`src/rtl/car_parking_pkg.sv`:
```
// Shared types and 7-segment glyphs for the car park entrance controller.
// Glyphs are active-low, bit order {g,f,e,d,c,b,a}.
package car_parking_pkg;

  typedef enum logic [2:0] {
    StIdle         = 3'd0,
    StWaitPassword = 3'd1,
    StWrongPass    = 3'd2,
    StRightPass    = 3'd3,
    StStop         = 3'd4
  } state_e;

  localparam logic [6:0] SEG_BLANK = 7'b1111111;
  localparam logic [6:0] SEG_E     = 7'b0000110;
  localparam logic [6:0] SEG_N     = 7'b0101011;
  localparam logic [6:0] SEG_G     = 7'b0000010;
  localparam logic [6:0] SEG_O     = 7'b1000000;
  localparam logic [6:0] SEG_S     = 7'b0010010;
  localparam logic [6:0] SEG_P     = 7'b0001100;
  localparam logic [6:0] SEG_F     = 7'b0001110;
  localparam logic [6:0] SEG_U     = 7'b1000001;

endpackage

```
`src/rtl/car_parking_display.sv`:
```
// Combinational state -> two-digit 7-segment decoder; the parent registers the result.
module car_parking_display
  import car_parking_pkg::*;
(
  input  state_e     state,
  input  logic       full,
  output logic [6:0] hex_1,
  output logic [6:0] hex_2
);

  always_comb begin
    hex_1 = SEG_BLANK;
    hex_2 = SEG_BLANK;
    case (state)
      StIdle: begin
        if (full) begin
          hex_1 = SEG_F;
          hex_2 = SEG_U;
        end
      end
      StWaitPassword: begin
        hex_1 = SEG_E;
        hex_2 = SEG_N;
      end
      StWrongPass: begin
        hex_1 = SEG_E;
        hex_2 = SEG_E;
      end
      StRightPass: begin
        hex_1 = SEG_G;
        hex_2 = SEG_O;
      end
      StStop: begin
        hex_1 = SEG_S;
        hex_2 = SEG_P;
      end
      default: ;
    endcase
  end

endmodule

```
`src/rtl/car_parking_ctrl.sv`:
```
// Car park entrance gate controller: password check, gate LEDs and "En/EE/GO/SP" display.
// Optional OCCUPANCY_COUNT_EN adds a saturating car counter with count/full ports.
module car_parking_ctrl
  import car_parking_pkg::*;
#(
  parameter logic [1:0]  PASSWORD    = 2'b01,
  parameter int unsigned WAIT_CYCLES = 3,
  parameter int unsigned CAPACITY    = 8
) (
  input  logic       clk,
  input  logic       reset,
  input  logic       sen_entry,
  input  logic       sen_exit,
  input  logic [1:0] password,
  output logic       green_led,
  output logic       red_led,
  output logic [6:0] hex_1,
  output logic [6:0] hex_2
`ifdef OCCUPANCY_COUNT_EN
  ,
  output logic [$clog2(CAPACITY+1)-1:0] count,
  output logic                          full
`endif
);

  if (WAIT_CYCLES < 1 || CAPACITY < 1) begin : g_bad_param
    $error("car_parking_ctrl: WAIT_CYCLES and CAPACITY must be at least 1");
  end

  localparam int unsigned WaitW = (WAIT_CYCLES > 1) ? $clog2(WAIT_CYCLES) : 1;

  state_e             state_q, state_d;
  state_e             prev_q;
  logic [WaitW-1:0]   wait_q, wait_d;
  logic               wait_last;
  logic               pw_ok;
  logic               full_w;
  logic               green_q, green_d;
  logic               red_q, red_d;
  logic [6:0]         hex_1_q, hex_2_q;
  logic [6:0]         hex_1_d, hex_2_d;

  assign pw_ok     = (password == PASSWORD);
  assign wait_last = (wait_q == WaitW'(WAIT_CYCLES - 1));

`ifdef OCCUPANCY_COUNT_EN
  localparam int unsigned CntW = $clog2(CAPACITY + 1);

  logic [CntW-1:0] count_q;

  assign full_w = (count_q == CntW'(CAPACITY));

  // A car is counted in when it leaves the gate area (RIGHT_PASS -> IDLE).
  always_ff @(posedge clk) begin
    if (!reset) begin
      count_q <= '0;
    end else if (state_q == StRightPass && state_d == StIdle && !full_w) begin
      count_q <= count_q + 1'b1;
    end
  end

  assign count = count_q;
  assign full  = full_w;
`else
  assign full_w = 1'b0;
`endif

  always_comb begin
    state_d = state_q;
    wait_d  = '0;
    case (state_q)
      StIdle: begin
        if (sen_entry && !full_w) state_d = StWaitPassword;
      end
      StWaitPassword: begin
        if (wait_last) begin
          state_d = pw_ok ? StRightPass : StWrongPass;
        end else begin
          wait_d = wait_q + 1'b1;
        end
      end
      StWrongPass: begin
        if (pw_ok) state_d = StRightPass;
      end
      StRightPass: begin
        // Both sensors together means a second car is tailgating.
        if (sen_entry && sen_exit) begin
          state_d = StStop;
        end else if (sen_exit) begin
          state_d = StIdle;
        end
      end
      StStop: begin
        if (pw_ok) state_d = StRightPass;
      end
      default: state_d = StIdle;
    endcase
  end

  // Blinking LEDs start lit on the first output cycle of a state, then alternate.
  always_comb begin
    green_d = 1'b0;
    red_d   = 1'b0;
    case (state_q)
      StIdle:                  red_d   = full_w;
      StWaitPassword:          red_d   = 1'b1;
      StWrongPass, StStop:     red_d   = (prev_q == state_q) ? ~red_q : 1'b1;
      StRightPass:             green_d = (prev_q == state_q) ? ~green_q : 1'b1;
      default: ;
    endcase
  end

  car_parking_display u_display (
    .state (state_q),
    .full  (full_w),
    .hex_1 (hex_1_d),
    .hex_2 (hex_2_d)
  );

  always_ff @(posedge clk) begin
    if (!reset) begin
      state_q <= StIdle;
      prev_q  <= StIdle;
      wait_q  <= '0;
      green_q <= 1'b0;
      red_q   <= 1'b0;
      hex_1_q <= SEG_BLANK;
      hex_2_q <= SEG_BLANK;
    end else begin
      state_q <= state_d;
      prev_q  <= state_q;
      wait_q  <= wait_d;
      green_q <= green_d;
      red_q   <= red_d;
      hex_1_q <= hex_1_d;
      hex_2_q <= hex_2_d;
    end
  end

  assign green_led = green_q;
  assign red_led   = red_q;
  assign hex_1     = hex_1_q;
  assign hex_2     = hex_2_q;

endmodule

```
`config.mk`:
```
export PLATFORM = sky130hd
export DESIGN_NAME = car_parking_ctrl
export DESIGN_NICKNAME = d
export VERILOG_FILES = /design/src/rtl/car_parking_pkg.sv /design/src/rtl/car_parking_display.sv /design/src/rtl/car_parking_ctrl.sv
export SDC_FILE = /design/constraint.sdc
export NUM_CORES = 1
export LEC_CHECK = 0
export BUFFER_PORTS_ARGS = -buffer_cell sky130_fd_sc_hd__buf_2
export CORE_MARGIN = 3
export CORE_UTILIZATION = 45
export CTS_BUF_LIST = sky130_fd_sc_hd__clkbuf_16
export DETAILED_ROUTE_END_ITERATION = 12
export MAX_ROUTING_LAYER = met4
export PLACE_DENSITY = 0.71
export SETUP_SLACK_MARGIN = 0.02
export SYNTH_ARGS = -nofsm -noshare
export SYNTH_HDL_FRONTEND = slang
export SYNTH_HIERARCHICAL = 1
export SYNTH_SLANG_ARGS = --single-unit
```
`constraint.sdc`:
```
create_clock -name clk -period 1.5 [get_ports clk]
set_input_delay 0.3 -clock clk [delete_from_list [all_inputs] [get_ports clk]]
set_output_delay 0.3 -clock clk [all_outputs]
set_load 0.005 [all_outputs]
```
### Yosys cells after proc, flatten, opt, wreduce, memory -nomap -nowiden

Index checks and enable logic that the tools add are counted.

| operators by class | value |
|---|---|
| muxes and demuxes | 12 |
| reductions and logical operators | 7 |
| $add $sub $neg | 1 |
| eq/ne operators | 11 |
| bitwise gates (word level) | 4 |

Operator list:

| kind | number |
|---|---|
| 7-bit one-hot mux with 4 select lines | 1 |
| 7-bit one-hot mux with 3 select lines | 1 |
| 3-bit 2-to-1 mux | 5 |
| 3-bit one-hot mux with 4 select lines | 1 |
| 3-bit by 2-bit equality test with 1-bit output (second input constant) | 2 |
| 2-bit != test (second input constant) | 2 |
| 1-bit inverter | 4 |
| 4-bit AND reduction | 1 |
| 2-bit OR reduction | 2 |
| 3-bit by 1-bit equality test with 1-bit output (second input constant) | 1 |
| 3-bit equality test | 1 |
| 3-bit equality test (second input constant) | 1 |
| 3-bit zero test | 1 |
| 1-bit 2-to-1 mux | 3 |
| 3-bit != test (second input constant) | 1 |
| 3-bit OR reduction | 1 |
| 2-bit by 1-bit adder with 2-bit output (second input constant) | 1 |
| 2-bit by 1-bit equality test with 1-bit output (second input constant) | 1 |
| 2-bit equality test (second input constant) | 1 |
| 2-bit by 1-bit != test with 1-bit output (second input constant) | 1 |
| 1-bit one-hot mux with 2 select lines | 1 |
| 2-bit AND reduction | 1 |
| 1-bit logical AND | 1 |

| storage, ports and cells | value |
|---|---|
| register bits after elaboration | 24 |
| output and inout port bits | 16 |

### Depth between registers and ports, before layout

Gate-level depths: netlist of run 1.

| depth | value |
|---|---|
| depth in word-level cells | 4 |
| depth in mapped cells | 6 |

### By module

Netlist of run 1, hierarchy kept.

By module, submodules not included:

| module | cells an instance | seq. area each (µm²) | area each (µm²) | times used |
|---|---|---|---|---|
| car_parking_ctrl | 87 | 480.5 | 867.1 | 1 |
| car_parking_display | 26 | 0.0 | 188.9 | 1 |

### Least setup slack after synthesis of run 1

OpenSTA, ideal clock, no wires.

| timing path | value |
|---|---|
| kind | flip-flop to flip-flop |
| start | register state_q[0] |
| end | register state_q[0] |
| clock period less this slack | 1.298 ns |
| stages on the path, launching flop included | 6 |
| setup slack | 0.202 ns |
| data required time | 1.414 ns |
| arrival | 1.212 ns |
| cells stage by stage | dfxtp_1 buf_2 mux2i_1 nor2_1 a221o_1 a221oi_2 |

| on the way | value |
|---|---|
| word-level cells in the longest chain between the ends | 4 |

RTL lines:

| item | RTL line | source |
|---|---|---|
| start, declared | car_parking_ctrl.sv:32 | `state_e state_q, state_d;` |
| start signal, assigned | car_parking_ctrl.sv:122 | `state_q <= StIdle;` |
| start signal, assigned | car_parking_ctrl.sv:130 | `state_q <= state_d;` |
| 3-bit by 2-bit equality test with 1-bit output or 3-bit equality test (tied branches) | car_parking_ctrl.sv:71 | `case (state_q)` |
| 2-bit OR reduction (no source line) | -- |  |
| 2-bit by 1-bit != test with 1-bit output (no source line) | -- |  |
| 4-bit AND reduction (no source line) | -- |  |

Several ways; a longest one is shown, not always the timed one.
A chain may end at the register's enable or synchronous reset.

### Worst setup path in the final report of run 1

| timing path | value |
|---|---|
| start | register wait_q[0] |
| end | register state_q[0] |

| on the way | value |
|---|---|
| word-level cells in the longest chain between the ends | 3 |

RTL lines:

| item | RTL line | source |
|---|---|---|
| start, declared | car_parking_ctrl.sv:34 | `logic [WaitW-1:0] wait_q, wait_d;` |
| start signal, assigned | car_parking_ctrl.sv:132 | `wait_q <= wait_d;` |
| 2-bit equality test | car_parking_ctrl.sv:44 | `assign wait_last = (wait_q == WaitW'(WAIT_CYCLES - 1));` |
| 2-bit != test (no source line) | -- |  |
| 4-bit AND reduction (no source line) | -- |  |

No other way between the ends.

==> reports/results.txt, run 1 <==
status: complete, no violations
wire length on met2: 876 µm
PD cells: 1100 nW/µm²
Root Buffer: clkbuf_16
final worst path period share: 89.2%
Final Critical Period: 1.34 ns
Syn-to-layout area delta: 19.3%
initial antenna violation count: 0
Max VDD drop: 0.916 mV
largest net degree at the start of global routing: 19
hold_ws: 0.355 ns
post-synthesis sequential area ratio: 45.5%
final slew viol count: 0
Worst setup SP type: flip-flop
grt total ovfl: 0
final setup vio count: 0
R2R depth: 6
max incr delay on CP: 0.32 ns
Final ANT Viol Nets: 0
final wirelength: 1.85 mm
WL/cell: 11.3 µm
slowest CP cell: dfxtp_1
Initial Util: 50.7%
DR vias: 775
commonest non-fill, non-tap cell in the layout: dfxtp_1
chip width: 54.4 µm
Critical Path AT: 1.50 ns
fmax: 0.747 GHz
HPWL Detailed: 1.31 mm
post-synth top area share: 45.5%
share of layout cells above drive strength 1: 28.7%
main combinational cell family by area after synthesis: simple AND/OR/NAND/NOR gates
Clock transition at path regs: 0.06 ns
worst skew pair latency: 0.25 ns
RSZ-0062 raised after global routing: false
Tot GR Track Use: 15.7%
final setup TNS: 0 ns
# IOs: 22
highest metal layer with signal wires: met4
r2r startpoint: wait_q[0]
CP required: 1.66 ns
clk sinks: 24
Die Y: 54.4 µm
Yosys Warn Count: 6
initial DRC count: 10
Synth Area in Adders: 1.18%
CTS tree: yes
IO buf count: 21
worst r2r dst: state_q[0]
max-cap violations: 0
Net count, final: 145
total die area: 2960 µm²
hold crit path type: in -> reg
Hold Path Stages: 4
post-synthesis compound-gate area fraction: 14.2%
mux cell area share after synthesis: 1.90%
Pre-antenna DRT Iters: 4
Max Root-Sink Buffers: 2
gp weighted congestion: 0.713
core area: 2080 µm²
most frequent cells in the layout: 24 x dfxtp_1, 21 x buf_2, 15 x nand2b_1
Synth area leaders: dfxtp_1 45%, nand2b_1 8.9%, a21oi_1 3.3%
number of CTS-inserted buffers: 3
antenna cell count: 0
Cell Area, Synth: 1060 µm²
Distinct cells, synth: 37
Fill cells: 200
Worst Setup End Kind: flip-flop
Final Hold Viols: 0
P_leak: 0.527 nW
clock skew: 0.00208 ns
XOR/XNOR Fraction of Synth Area: 4.15%
Syn Area/Cell: 9.35 µm²
Core Rows: 16
WS Path Type: reg -> reg
cell type with the largest total area after synthesis: dfxtp_1
register bit count reported by yosys: 24
Critical Path Fanout Max: 4
wl on met1: 877 µm
Synth Area in Simple Gates: 24.1%
number of global-route vias before repair: 754
post-synthesis cell count: 113
hold_sp: password[1]
Vias/cell: 4.75
Reg2Reg Setup Slack: 0.16 ns
H-tree depth: 1
hold path endpoint: state_q[1]
first-pass GRT wire length: 3.24 mm
DRC: 0
met3 wire len: 71 µm
critical-path cell list: inv_1 -> ha_2 -> mux2i_1 -> nor2_1 -> a221o_1 -> a221oi_2
==> logic make-up (layout without fill, tap and decap cells) <==
| group | after synthesis | in the layout |
|---|---|---|
| flops | 24 | 24 |
| buf+inv | 15 | 35 |
| simple gates | 42 | 42 |
| other cells | 2 | 5 |
| fa+ha+maj | 1 | 1 |
| compound gates | 22 | 22 |
| xor+xnor | 5 | 5 |
| mux | 2 | 2 |
==> sequential cells by signal, indices dropped and copies added (netlist names) <==
register / count
state_q: 3
wait_q: 2
hex_1: 7
red_led: 1
prev_q: 3
green_led: 1
hex_2: 7
==> final cells by class <==
cell class | instances | area (µm²) | share of cell area [%]
clock buffer | 3 | 75.1 | 5.96
tap | 27 | 33.8 | 2.68
inverter | 5 | 18.8 | 1.49
sequential | 24 | 480 | 38.1
multi-input combinational | 77 | 502 | 39.8
timing repair buffer | 27 | 150 | 11.9
==> Yosys cell counts, drive strengths merged <==
cell / number
o21ai: 4
xor2: 2
mux2i: 2
dfxtp: 24
conb: 2
a221o: 1
nor2b: 4
or2: 3
a22oi: 2
a41oi: 1
nand2: 5
o31ai: 2
nand2b: 15
xnor2: 3
a21o: 1
and2: 1
inv: 5
o21bai: 2
nor4: 2
and2b: 1
a221oi: 1
ha: 1
nand3b: 1
a21oi: 7
nor2: 5
clkbuf: 1
nand4: 2
o2111ai: 1
nor3: 1
buf: 9
nand3: 2
==> worst max-delay path by stage <==
| stage | end | slack, ns | cells past startpoint | start |
|---|---|---|---|---|
| global placement | state_q[0] | 0.19 | 6 | wait_q[0] |
| CTS | state_q[0] | 0.11 | 6 | wait_q[0] |
| finish | state_q[0] | 0.16 | 6 | wait_q[0] |
| detailed placement | state_q[0] | 0.14 | 6 | wait_q[0] |
| floorplan | state_q[0] | 0.20 | 5 | state_q[0] |
| global route | state_q[0] | 0.03 | 6 | wait_q[0] |
==> routing by layer <==
metal  GRT usage, %  vias up
li1               -      416
met3           3.27        2
met2           26.5       13
met4           6.22        0
met1           18.2      344
met5              -        -
==> critical path: cells and delay by family (launching register included) <==
kind,cells,cell delay [ns]
DFF,1,0.32
and+or+nand+nor,1,0.07
adders and majority gates,1,0.19
muxes,1,0.13
AOI/OAI and AO/OA,2,0.49
buffers and inverters,1,0.05
==> metrics by stage <==
| step | setup WS (ns) | std cells | area (µm²) | utilization, % | power, mW |
|---|---|---|---|---|---|
| 6_report | 0.162 | 163 | 1260 | 60.5 | 1.39 |
| 5_1_grt | 0.0296 | 163 | 1260 | 60.5 | 1.46 |
| 4_1_cts | 0.114 | 163 | 1260 | 60.4 | 1.40 |
| 3_5_place_dp | 0.144 | 160 | 1180 | 56.8 | 0.859 |
| 3_3_place_gp | 0.188 | 160 | 1180 | 56.8 | 0.854 |
| 2_1_floorplan | 0.202 | 116 | 1070 | - | 0.812 |
==> power breakdown <==
| group | switching, mW | internal (mW) | leakage [nW] |
|---|---|---|---|
| Sequential | 0.0142 | 0.671 | 0.198 |
| Combinational | 0.0808 | 0.0787 | 0.292 |
| Clock | 0.195 | 0.351 | 0.0370 |
| Total | 0.290 | 1.10 | 0.527 |
==> repair_timing <==
action                                  4_1_cts  5_1_grt
resized for setup                             0        1
hold buffers                                  0        0
endpoints found under the setup margin        0        1
hold endpoints to repair                      0        0
buffers inserted                              0        0
Power figures use the tool's default switching activity.
==> run 2, diff against run 1 <==
--- a/config.mk
+++ b/config.mk
@@ -5,13 +5,14 @@
 export SDC_FILE = /design/constraint.sdc
 export NUM_CORES = 1
 export LEC_CHECK = 0
+export ABC_AREA = 1
 export BUFFER_PORTS_ARGS = -buffer_cell sky130_fd_sc_hd__buf_2
 export CORE_MARGIN = 3
 export CORE_UTILIZATION = 45
 export CTS_BUF_LIST = sky130_fd_sc_hd__clkbuf_16
 export DETAILED_ROUTE_END_ITERATION = 12
 export MAX_ROUTING_LAYER = met4
-export PLACE_DENSITY = 0.71
+export PLACE_DENSITY = 0.7
 export SETUP_SLACK_MARGIN = 0.02
 export SYNTH_ARGS = -nofsm -noshare
 export SYNTH_HDL_FRONTEND = slang
==> reports/results.txt, run 2 <==
post-synthesis cell count: 133 (was 113)
P_leak: 0.646 nW (was 0.527 nW)
final worst path period share: 88.9% (was 89.2%)
grt total ovfl: 0 (unchanged)
PD cells: 2220 nW/µm² (was 1100 nW/µm²)
DR vias: 864 (was 775)
H-tree depth: 1 (unchanged)
Pre-antenna DRT Iters: 6 (was 4)
status: complete, no violations (unchanged)
final wirelength: 1.86 mm (was 1.85 mm)
initial antenna violation count: 0 (unchanged)
CTS tree: yes (unchanged)
final core utilization: 57.2% (was 60.5%)
core area: 2250 µm² (was 2080 µm²)
fmax: 0.750 GHz (was 0.747 GHz)
Reg area: 480 µm² (unchanged)
Cell Area, Synth: 1100 µm² (was 1060 µm²)
RSZ-0062 raised after global routing: false (unchanged)
CP required: 1.65 ns (was 1.66 ns)
final setup vio count: 0 (unchanged)
largest net degree at the start of global routing: 16 (was 19)
ys async rst share: 0% (unchanged)
ys flop type: dfxtp_1 (unchanged)
Vias/cell: 4.75 (about the same)
footprint of the multi-input gates: 492 µm² (was 502 µm²)
register bit count reported by yosys: 24 (unchanged)
final slew viol count: 0 (unchanged)
IO buf count: 21 (unchanged)
Worst Setup End Kind: flip-flop (unchanged)
Syn Area/Cell: 8.27 µm² (was 9.35 µm²)
Final Hold Viols: 0 (unchanged)
Root Buffer: clkbuf_16 (unchanged)
setup bufs post-CTS: 0 (unchanged)
Final Critical Period: 1.33 ns (was 1.34 ns)
Die Y: 55.4 µm (was 54.4 µm)
Clock transition at path regs: 0.06 ns (about the same)
worst skew pair latency: 0.25 ns (about the same)
clk sinks: 24 (unchanged)
post-synthesis sequential area ratio: 43.7% (was 45.5%)
Synth area leaders: dfxtp_1 44%, or2_2 8.0%, nand2_1 6.8% (was dfxtp_1 45%, nand2b_1 8.9%, a21oi_1 3.3%)
post-synth top area share: 43.7% (was 45.5%)
cell type with the largest total area after synthesis: dfxtp_1 (unchanged)
top-count cell post-synth: dfxtp_1 (unchanged)
Yosys Warn Count: 6 (unchanged)
Max Root-Sink Buffers: 2 (unchanged)
DRC: 0 (unchanged)
WL/cell: 10.2 µm (was 11.3 µm)
Tot GR Track Use: 13.6% (was 15.7%)
chip width: 55.4 µm (was 54.4 µm)
Initial Util: 48.8% (was 50.7%)
Reg2Reg Setup Slack: 0.17 ns (was 0.16 ns)
WS Path Type: reg -> reg (unchanged)
post-cts resize count: 0 (unchanged)
# hold bufs at CTS: 0 (unchanged)
commonest non-fill, non-tap cell in the layout: dfxtp_1 (unchanged)
final setup TNS: 0 ns (unchanged)
# IOs: 22 (unchanged)
Final ANT Viol Nets: 0 (unchanged)
clock skew: 0.00152 ns (was 0.00208 ns)
first-pass GRT wire length: 3.25 mm (was 3.24 mm)
gp weighted congestion: 0.879 (was 0.713)
total die area: 3070 µm² (was 2960 µm²)
most frequent cells in the layout: 24 x dfxtp_1, 21 x buf_2, 20 x nand2_1 (was 24 x dfxtp_1, 21 x buf_2, 15 x nand2b_1)
number of flops mapped to enable cells by yosys: 0 (unchanged)
number of global-route vias before repair: 797 (was 754)
Critical Path Fanout Max: 7 (was 4)
Critical Path AT: 1.48 ns (was 1.50 ns)
initial DRC count: 24 (was 10)
Core Rows: 17 (was 16)
HPWL Detailed: 1.41 mm (was 1.31 mm)
Fill cells: 229 (was 200)
Synth top cells by count: 24 x dfxtp_1, 20 x nand2_1, 15 x inv_1 (was 24 x dfxtp_1, 15 x nand2b_1, 7 x a21oi_1)
Net count, final: 162 (was 145)
max-cap violations: 0 (unchanged)
Worst setup SP type: flip-flop (unchanged)
number of CTS-inserted buffers: 3 (unchanged)
Syn-to-layout area delta: 17.3% (was 19.3%)
Distinct cells, synth: 28 (was 37)
share of layout cells above drive strength 1: 35.7% (was 28.7%)
hold crit path type: in -> reg (unchanged)
Max VDD drop: 1.05 mV (was 0.916 mV)
antenna cell count: 0 (unchanged)
[run 2: final timing paths]
check,start,to,depth (start not counted)
min reg2reg,wait_q[0],wait_q[0],1
min,reset,prev_q[0],3
max,state_q[1],state_q[2],8
max reg2reg,state_q[1],state_q[2],8
[run 2: cell families after synthesis]
family / Yosys count / synth area share (%)
XOR/XNOR: 3 / 2.39
other: 2 / 0.683
adder cells (fa/ha/maj): 1 / 1.14
buffers and inverters: 25 / 11.9
AO/OA/AOI/OAI: 7 / 3.87
flip-flops: 24 / 43.7
AND/OR/NAND/NOR: 71 / 36.3
[run 2: layout make-up]
cell class                 instances  share of cell area [%]
clock inverter                     1                   0.291
sequential                        24                    37.2
multi-input combinational         85                    38.1
clock buffer                       3                    5.82
timing repair buffer              24                    10.9
inverter                          17                    4.95
tap                               28                    2.72
[run 2: worst max-delay path: stages, from the launching register on]
cell	delay, ns
dfxtp_1	0.47
buf_4	0.24
inv_1	0.07
nand2_2	0.09
nand3_2	0.10
inv_2	0.07
nor2_2	0.05
nor2_1	0.09
nor2_1	0.05
[run 2: power breakdown]
part | switching, mW | total, mW | internal (mW)
registers | 0.143 | 0.997 | 0.854
clock network | 0.207 | 0.562 | 0.355
logic | 0.697 | 1.30 | 0.601
total | 1.05 | 2.86 | 1.81
[run 2: per-layer routing]
layer,wire [µm],up-vias,part of all wire (%),global-route usage [%]
met5,0,-,0,-
met3,112,4,6.0,3.74
met2,924,26,50,22.6
met4,30,0,1.6,7.99
met1,795,387,43,14.2
li1,-,447,-,-
[run 2: stage by stage]
step / cell area (µm²) / worst slack [ns] / total power [mW] / cells / hold slack (ns)
final: 1290 / 0.166 / 2.86 / 182 / 0.345
after detailed placement: 1210 / 0.175 / 2.31 / 178 / 0.410
after global placement: 1210 / 0.200 / 2.27 / 178 / 0.400
after CTS: 1290 / 0.148 / 2.90 / 182 / 0.340
after global routing: 1290 / 0.0517 / 3.10 / 182 / 0.360
after floorplan: 1100 / 0.308 / 2.02 / 134 / 0.391
==> run 3, diff against run 2 <==
--- a/config.mk
+++ b/config.mk
@@ -7,12 +7,14 @@
 export LEC_CHECK = 0
 export ABC_AREA = 1
 export BUFFER_PORTS_ARGS = -buffer_cell sky130_fd_sc_hd__buf_2
+export CELL_PAD_IN_SITES_DETAIL_PLACEMENT = 1
+export CELL_PAD_IN_SITES_GLOBAL_PLACEMENT = 2
 export CORE_MARGIN = 3
-export CORE_UTILIZATION = 45
+export CORE_UTILIZATION = 31
 export CTS_BUF_LIST = sky130_fd_sc_hd__clkbuf_16
 export DETAILED_ROUTE_END_ITERATION = 12
 export MAX_ROUTING_LAYER = met4
-export PLACE_DENSITY = 0.7
+export PLACE_DENSITY = 0.8
 export SETUP_SLACK_MARGIN = 0.02
 export SYNTH_ARGS = -nofsm -noshare
 export SYNTH_HDL_FRONTEND = slang
==> reports/results.txt, run 3 (synthesized netlist as in run 2, its figures left out) <==
status: complete, no violations (unchanged)
r2r startpoint: state_q[2] (was state_q[1])
wl on met1: 948 µm (was 795 µm)
Reg2Reg Setup Slack: 0.19 ns (was 0.17 ns)
max-cap violations: 0 (unchanged)
DRC: 0 (unchanged)
Root Buffer: clkbuf_16 (unchanged)
wire length on met2: 1.23 mm (was 924 µm)
Pre-antenna DRT Iters: 3 (was 6)
share of layout cells above drive strength 1: 38.9% (was 35.7%)
final total power: 3.11 mW (was 2.86 mW)
Hold Path Stages: 3 (unchanged)
chip width: 65.6 µm (was 55.4 µm)
final setup TNS: 0 ns (unchanged)
final setup vio count: 0 (unchanged)
Critical Path Fanout Max: 6 (was 7)
Syn-to-layout area delta: 22.9% (was 17.3%)
worst r2r dst: state_q[1] (was state_q[2])
Net count, final: 165 (was 162)
Tot GR Track Use: 12.6% (was 13.6%)
Final Hold Viols: 0 (unchanged)
commonest non-fill, non-tap cell in the layout: dfxtp_1 (unchanged)
Critical Path AT: 1.45 ns (was 1.48 ns)
setup bufs post-CTS: 0 (unchanged)
gp weighted congestion: 0.858 (was 0.879)
fmax: 0.765 GHz (was 0.750 GHz)
final worst path period share: 87.1% (was 88.9%)
Worst setup SP type: flip-flop (unchanged)
Buf/Inv on CP: 3 (unchanged)
critical-path cell list: buf_4 -> inv_1 -> nand2_2 -> nand3_2 -> inv_2 -> nor2_2 -> nor2_1 -> nor2_1 (unchanged)
CP dominant cell by count: nor2_1 (unchanged)
hold_sp: reset (unchanged)
Final Critical Period: 1.31 ns (was 1.33 ns)
DR vias: 893 (was 864)
hold crit path type: in -> reg (unchanged)
Fill cells: 424 (was 229)
antenna cell count: 0 (unchanged)
Die Y: 65.6 µm (was 55.4 µm)
WL/cell: 11.4 µm (was 10.2 µm)
met3 wire len: 75 µm (was 112 µm)
grt total ovfl: 0 (unchanged)
Initial Util: 32.4% (was 48.8%)
worst skew pair latency: 0.26 ns (was 0.25 ns)
PD cells: 2300 nW/µm² (was 2220 nW/µm²)
Clock transition at path regs: 0.06 ns (about the same)
CP required: 1.65 ns (about the same)
PnR worst setup slack: 0.193 ns (was 0.166 ns)
most frequent cells in the layout: 22 x dfxtp_1, 21 x buf_2, 20 x nand2_1 (was 24 x dfxtp_1, 21 x buf_2, 20 x nand2_1)
number of global-route vias before repair: 917 (was 797)
R2R depth: 8 (unchanged)
HPWL Detailed: 1.73 mm (was 1.41 mm)
WS Path Type: reg -> reg (unchanged)
core area: 3390 µm² (was 2250 µm²)
Final ANT Viol Nets: 0 (unchanged)
Vias/cell: 4.40 (was 4.75)
IO buf count: 21 (unchanged)
initial DRC count: 7 (was 24)
CTS tree: yes (unchanged)
Max Root-Sink Buffers: 2 (unchanged)
final wirelength: 2.31 mm (was 1.86 mm)
highest metal layer with signal wires: met4 (unchanged)
P_leak: 0.672 nW (was 0.646 nW)
max incr delay on CP: 0.43 ns (was 0.47 ns)
initial antenna violation count: 0 (unchanged)
Core Rows: 21 (was 17)
total die area: 4300 µm² (was 3070 µm²)
RSZ-0062 raised after global routing: false (unchanged)
Top Family by Delay on Critical Path: flip-flops (unchanged)
Worst Setup End Kind: flip-flop (unchanged)
clk sinks: 24 (unchanged)
Setup WS pre-CTS: 0.143 ns (was 0.175 ns)
hold path endpoint: prev_q[0] (unchanged)
clock skew: 0.00513 ns (was 0.00152 ns)
number of CTS-inserted buffers: 3 (unchanged)
Max VDD drop: 0.639 mV (was 1.05 mV)
H-tree depth: 1 (unchanged)
final slew viol count: 0 (unchanged)
first-pass GRT wire length: 4.07 mm (was 3.25 mm)
largest net degree at the start of global routing: 16 (unchanged)
slowest CP cell: dfxtp_1 (unchanged)
# IOs: 22 (unchanged)
run 3: changes by cell type in the layout (fill, tap and decap cells not counted):
cell       change
buf_4          +4
dfxtp_1        -2
dfxtp_2        +2
buf_12         -1
bufinv_16      +1
clkinv_1       -1
run 3: power breakdown:
group          total (mW)  switching [mW]  internal [mW]  leakage (nW)
Clock               0.754           0.223          0.530        0.0511
Sequential          0.992           0.133          0.859         0.200
Combinational        1.37           0.764          0.605         0.421
Total                3.11            1.12           1.99         0.672
run 3: how the worst max path moves through the flow:
| stage | startpoint | endpoint | slack (ns) | cells after the start |
|---|---|---|---|---|
| 2_1_floorplan | state_q[2] | hex_1[5] | 0.31 | 5 |
| 3_3_place_gp | state_q[1] | state_q[1] | 0.20 | 8 |
| 3_5_place_dp | state_q[1] | state_q[1] | 0.14 | 8 |
| 4_1_cts | state_q[0] | hex_1[2] | 0.1 | 4 |
| 5_1_grt | state_q[2] | state_q[2] | 0.09 | 8 |
| 6_report | state_q[2] | state_q[1] | 0.19 | 8 |
run 3: per-stage QoR:
| step | cell area (µm²) | utilization [%] | std cells | hold WS [ns] |
|---|---|---|---|---|
| after floorplan | 1100 | - | 134 | 0.391 |
| after global placement | 1240 | 36.7 | 199 | 0.401 |
| after detailed placement | 1240 | 36.7 | 199 | 0.405 |
| after CTS | 1350 | 39.8 | 203 | 0.352 |
| after global routing | 1350 | 39.9 | 203 | 0.373 |
| final | 1350 | 39.9 | 203 | 0.356 |
run 3: timing repair:
| item | CTS | global route |
|---|---|---|
| gates resized for setup | 0 | 2 |
| hold buffers | 0 | 0 |
| endpoints found under the setup margin | 0 | 2 |
run 3: worst min-delay path: cells and delay by family:
| kind | cells | cell delay [ns] |
|---|---|---|
| buffers and inverters | 2 | 0.19 |
| AND/OR/NAND/NOR | 1 | 0.08 |
run 3: per-layer routing:
metal,vias up,global-route usage [%]
li1,449,-
met1,425,13.6
met2,15,22.1
met3,4,1.71
met4,0,6.74
met5,-,-
run 3: final cells by class:
cell class | count | area, µm² | area share, %
multi-input cells | 85 | 492 | 36.4
clock inverters | 1 | 30.0 | 2.22
clock buffers | 3 | 75.1 | 5.56
flip-flops and latches | 24 | 483 | 35.7
repair buffers | 27 | 150 | 11.1
inverters | 17 | 63.8 | 4.72
well taps | 46 | 57.6 | 4.26
